$ cat src/rtl/kogge_stone_arbiter.sv
// Round-robin arbiter sharing one combinational Kogge-Stone adder among NUM_REQ
// requesters, with a single-entry registered response buffer.

module kogge_stone_adder #(
    parameter int PRECISION = 8
) (
    input  logic [PRECISION-1:0] a_i,
    input  logic [PRECISION-1:0] b_i,
    output logic [PRECISION-1:0] sum_o,
    output logic                 cout_o
);
    localparam int LVL = (PRECISION > 1) ? $clog2(PRECISION) : 0;

    logic [PRECISION-1:0] w_p0;
    logic [PRECISION-1:0] w_g;
    logic [PRECISION-1:0] w_p;
    logic [PRECISION-1:0] w_g_n;
    logic [PRECISION-1:0] w_p_n;

    // Parallel-prefix carry tree: level l combines spans that are 2^l bits apart.
    always_comb begin
        w_p0  = a_i ^ b_i;
        w_g   = a_i & b_i;
        w_p   = w_p0;
        w_g_n = '0;
        w_p_n = '0;
        for (int l = 0; l < LVL; l++) begin
            w_g_n = w_g;
            w_p_n = w_p;
            for (int i = 0; i < PRECISION; i++) begin
                if (i >= (1 << l)) begin
                    w_g_n[i] = w_g[i] | (w_p[i] & w_g[i - (1 << l)]);
                    w_p_n[i] = w_p[i] & w_p[i - (1 << l)];
                end
            end
            w_g = w_g_n;
            w_p = w_p_n;
        end
    end

    // Carry-in is zero, so carry into bit i is the group generate of bits [i-1:0].
    always_comb begin
        sum_o    = '0;
        sum_o[0] = w_p0[0];
        for (int i = 1; i < PRECISION; i++) begin
            sum_o[i] = w_p0[i] ^ w_g[i-1];
        end
        cout_o = w_g[PRECISION-1];
    end
endmodule

module kogge_stone_arbiter #(
    parameter int PRECISION = 8,
    parameter int NUM_REQ   = 4
) (
    input  logic                           clk_i,
    input  logic                           rst_i,
    input  logic [NUM_REQ-1:0]             req_valid_i,
    output logic [NUM_REQ-1:0]             req_ready_o,
    input  logic [NUM_REQ*PRECISION-1:0]   operand_a_i,
    input  logic [NUM_REQ*PRECISION-1:0]   operand_b_i,
    output logic                           rsp_valid_o,
    input  logic                           rsp_ready_i,
    output logic [((NUM_REQ > 1) ? $clog2(NUM_REQ) : 1)-1:0] rsp_id_o,
    output logic [PRECISION-1:0]           result_o,
    output logic                           overflow_o
);
    localparam int ID_W = (NUM_REQ > 1) ? $clog2(NUM_REQ) : 1;

    logic [ID_W-1:0]      r_prio;
    logic                 r_rsp_valid;
    logic [ID_W-1:0]      r_rsp_id;
    logic [PRECISION-1:0] r_result;
    logic                 r_overflow;

    logic                 w_can_accept;
    logic                 w_found;
    logic                 w_grant;
    logic [ID_W-1:0]      w_win;
    logic [ID_W-1:0]      w_prio_nxt;
    int                   w_pos;
    logic [PRECISION-1:0] w_a;
    logic [PRECISION-1:0] w_b;
    logic [PRECISION-1:0] w_sum;
    logic                 w_cout;

    assign w_can_accept = !r_rsp_valid | rsp_ready_i;

    // Scan from the far end of the search order back to prio so that the
    // last hit written is the first valid requester at or after prio.
    always_comb begin
        w_found = 1'b0;
        w_win   = '0;
        w_pos   = 0;
        for (int k = NUM_REQ - 1; k >= 0; k--) begin
            w_pos = int'(r_prio) + k;
            if (w_pos >= NUM_REQ) begin
                w_pos = w_pos - NUM_REQ;
            end
            if (req_valid_i[ID_W'(w_pos)]) begin
                w_found = 1'b1;
                w_win   = ID_W'(w_pos);
            end
        end
    end

    assign w_grant    = w_found & w_can_accept & !rst_i;
    assign w_prio_nxt = (w_win == ID_W'(NUM_REQ - 1)) ? '0 : w_win + 1'b1;

    always_comb begin
        req_ready_o = '0;
        if (w_grant) begin
            req_ready_o[w_win] = 1'b1;
        end
    end

    always_comb begin
        w_a = '0;
        w_b = '0;
        for (int r = 0; r < NUM_REQ; r++) begin
            if (ID_W'(r) == w_win) begin
                w_a = operand_a_i[r*PRECISION +: PRECISION];
                w_b = operand_b_i[r*PRECISION +: PRECISION];
            end
        end
    end

    kogge_stone_adder #(
        .PRECISION (PRECISION)
    ) u_adder (
        .a_i    (w_a),
        .b_i    (w_b),
        .sum_o  (w_sum),
        .cout_o (w_cout)
    );

    // A new grant overwrites the buffer even while it drains; data holds otherwise.
    always_ff @(posedge clk_i) begin
        if (rst_i) begin
            r_prio      <= '0;
            r_rsp_valid <= 1'b0;
            r_rsp_id    <= '0;
            r_result    <= '0;
            r_overflow  <= 1'b0;
        end else if (w_grant) begin
            r_prio      <= w_prio_nxt;
            r_rsp_valid <= 1'b1;
            r_rsp_id    <= w_win;
            r_result    <= w_sum;
            r_overflow  <= w_cout;
        end else if (rsp_ready_i) begin
            r_rsp_valid <= 1'b0;
        end
    end

    assign rsp_valid_o = r_rsp_valid;
    assign rsp_id_o    = r_rsp_id;
    assign result_o    = r_result;
    assign overflow_o  = r_overflow;
endmodule

$ cat config.mk
export PLATFORM = sky130hd
export DESIGN_NAME = kogge_stone_arbiter
export DESIGN_NICKNAME = d
export VERILOG_FILES = /design/src/rtl/kogge_stone_arbiter.sv
export SDC_FILE = /design/constraint.sdc
export NUM_CORES = 1
export LEC_CHECK = 0
export CAP_MARGIN = 25
export CELL_PAD_IN_SITES_DETAIL_PLACEMENT = 2
export CELL_PAD_IN_SITES_GLOBAL_PLACEMENT = 2
export CORE_ASPECT_RATIO = 1.75
export CORE_UTILIZATION = 17
export DETAILED_ROUTE_END_ITERATION = 12
export PLACE_DENSITY = 0.71
export SYNTH_ARGS = -nofsm -noshare
export SYNTH_HDL_FRONTEND = slang
export SYNTH_SLANG_ARGS = --single-unit
$ cat constraint.sdc
create_clock -name clk_i -period 3.3 [get_ports clk_i]
set_clock_uncertainty 0.05 [all_clocks]
set_input_delay 0.33 -clock clk_i [delete_from_list [all_inputs] [get_ports clk_i]]
set_output_delay 0.33 -clock clk_i [all_outputs]
set_load 0.05 [all_outputs]
==> results_dict.tcl <==
set metrics [dict create \
    run_status "completed" \
    timing.critical_path.arrival_ns 3.27 \
    leading_cell_types_by_total_area_after_synthesis "dfxtp_1, ha_1, a221oi_1" \
    cts_root_buf "clkbuf_16" \
    drt_drc_violations_left 0 \
    timing.max_slew.rel_slack_pct 55.7 \
    post_cts_hold_buffer_count 0 \
    first_iter_violations 22 \
    router_iterations_before_antenna_repair 4 \
    postSynthNetCount 282 \
    post_synth_num_cell_types 39 \
    synth_common_cells "nand2_1, nor2b_1, o31ai_1, a221oi_1, dfxtp_1" \
    vdd.ir_drop.worst_mv 0.221 \
    tightest_slew_ns 0.660 \
    max_cap_violations 0 \
    setup_viol_count_final 0 \
    power.total_uw 2250 \
    clk-insertion-delay-late_ns 0.25 \
    worst_setup_path_end_kind "flip-flop" \
    wirelength_um 7210 \
    achievable-frequency_mhz 314 \
    path_clk_slew_ns 0.05 \
    critical_path.startpoint "r_prio[1]" \
    io_buffers 86 \
    grt_start_max_net_pins 18 \
    die_w_um 72.8 \
    post_synth_inst_count 198 \
    pin_count 87 \
    final_net_count 406 \
    synth_adder_area_share_pct 11.4 \
    synth-compound-area-share_pct 35.2 \
    cts_htree_levels 1 \
    r2r-start "r_prio[1]" \
    post-synth-top-area-fraction_pct 18.8 \
    netlist_area_um2 1490 \
    library_cell_occupying_the_most_area_in_the_post_synthesis_netlist "dfxtp_1" \
    worst_setup_path_endpoint "overflow_o" \
    synthArstFlopShare_pct 0 \
    synth.ff_latch_count 14 \
    drtAntennaViolNets 0 \
    vias 2041 \
    core_um2 8420 \
    cts_inserted_buffers 3 \
    final.period_utilization_pct 96.6 \
    finalMaxSlewViolations 0 \
    vias_per_cell 4.68 \
    floorplan.die.height_um 126 \
    yosysMostFrequentCell "nand2_1" \
    syn_area_per_cell_um2 7.53 \
    dominant_combinational_cell_family_by_area_after_synthesis "compound AO/OA/AOI/OAI gates" \
    smallest_setup_slack_after_layout_ns 0.112 \
    fp-row-count 44 \
    worstRegToRegCells 14 \
    synthFlopType "dfxtp_1" \
    synth_warnings 0 \
    grt_first_pass_wirelength_um 11100 \
    reg2reg_to "overflow_o" \
    initial_core_util_pct 17.7 \
    globalRouteTotalUtil_pct 15.7 \
    finalWorstPathRequiredPeriod_ns 3.19 \
    cts.sink_count 14 \
    dpl_hpwl_um 5850 \
    finalHoldViolations 0 \
    startpoint_type "flip-flop" \
    worstHoldPathType "reg2reg" \
    leakage_uw 0.00124 \
    global_route.overflow_total 0 \
    worstSetupPathType "reg2reg" \
    grt_pass1_vias 2310 \
    p_per_area_nw_per_um2 713 \
    synth_edf_count 0 \
    antennaDiodeCount 0 \
    cts-root-to-sink-buffers 2 \
    preCtsSetupSlack_ns -0.902 \
    ys_seq_area_share_pct 18.8 \
    post_synth_mux_area_share_pct 0.672 \
    critical_path.max_fanout 12 \
    die-area_um2 9160 \
    yosys.area_share.simple_pct 26.1 \
    area_delta_synth_final_pct 112 \
    tritoncts "yes" \
    gp_congestion 0.784 \
    regToRegSetupSlack_ns 0.11 \
    post_drt_wl_per_cell_um 16.5 \
    drive_above_1_share_pct 31.2 \
    antenna_found_initial 0 \
    synth_xor_xnor_area_share_pct 0.588 \
    required_ns 3.38 \
]
-- critical path: stages (launching register included) --
cell and delay [ns]:
dfxtp_2 0.33, a21o_1 0.16, a21oi_2 0.15, o22ai_2 0.15, ha_2 0.22, buf_6 0.13
buf_12 0.14, a221oi_4 0.28, o31ai_2 0.10, ha_2 0.23, fa_2 0.41, a21oi_4 0.18
o21a_1 0.18, a21oi_2 0.07, o41a_1 0.30
-- what timing repair did --
item | in CTS | in global routing
pin swaps | 9 | 18
buffers inserted | 3 | 7
resized for setup | 27 | 36
endpoints found under the setup margin | 8 | 6
-- power by group --
group / internal [µW] / switching, µW / total (µW)
combinational: 828 / 892 / 1720
clock: 184 / 79.0 / 263
sequential: 227 / 38.1 / 265
-- flip-flops by register name (all words and copies together) (netlist names) --
name         count
r_prio           2
rsp_id_o         2
overflow_o       1
result_o         8
rsp_valid_o      1
-- logic make-up after synthesis --
logic type | after synthesis
muxes | 1
AOI/OAI and AO/OA | 70
buffers and inverters | 24
DFF | 14
xor gates and xnor gates | 1
and+or+nand+nor | 75
adders and majority gates | 13
-- metal layers --
metal | part of all wire [%] | track usage, %
met2 | 60 | 31.6
met4 | 3.5 | 7.96
met1 | 33 | 14.9
met3 | 3.2 | 1.52
met5 | 0 | 0
-- through the flow --
step / hold slack, ns / util [%] / instances / TNS, ns / cell area [µm²]
2_1_floorplan: 0.349 / - / 198 / -0.00293 / 1500
5_1_grt: 0.452 / 37.4 / 436 / -0.0797 / 3150
3_5_place_dp: 0.412 / 32.6 / 422 / -5.52 / 2740
4_1_cts: 0.420 / 34.9 / 429 / 0 / 2940
3_3_place_gp: 0.408 / 32.6 / 422 / -3.63 / 2740
6_report: 0.413 / 37.4 / 436 / 0 / 3150
-- cell type report --
cell class | count | area (µm²)
Fill cell | 987 | 5270
Multi-Input combinational cell | 160 | 1330
Timing Repair Buffer | 132 | 1260
Sequential cell | 14 | 285
Tap cell | 115 | 144
Clock buffer | 4 | 88.8
Inverter | 11 | 41.3
-- placed cells by master (no fill, tap or decap), types with 3 or more instances in the layout --
| master | count |
|---|---|
| a211oi_1 | 3 |
| a21oi_1 | 4 |
| a21oi_2 | 4 |
| a221oi_1 | 10 |
| a221oi_2 | 4 |
| and2_1 | 5 |
| buf_12 | 5 |
| buf_4 | 41 |
| buf_6 | 4 |
| clkbuf_16 | 3 |
| clkdlybuf4s50_1 | 78 |
| dfxtp_1 | 12 |
| ha_1 | 7 |
| ha_2 | 4 |
| inv_1 | 6 |
| inv_2 | 4 |
| nand2_1 | 29 |
| nand3_1 | 7 |
| nor2_1 | 8 |
| nor2b_1 | 17 |
| o211ai_1 | 3 |
| o21a_1 | 4 |
| o21ai_0 | 6 |
| o31ai_1 | 5 |
| o31ai_2 | 11 |
-- worst min path at each step --
| stage | end | slack [ns] | cells past startpoint | startpoint |
|---|---|---|---|---|
| floorplan | result_o[4] | 0.35 | 1 | rst_i |
| CTS | result_o[1] | 0.42 | 2 | result_o[1] |
| finish | result_o[1] | 0.41 | 2 | result_o[1] |
| detailed placement | result_o[1] | 0.41 | 2 | result_o[1] |
| global route | result_o[1] | 0.45 | 2 | result_o[1] |
| global placement | result_o[0] | 0.41 | 2 | result_o[0] |
No activity file was read; power rests on OpenSTA's default activity.
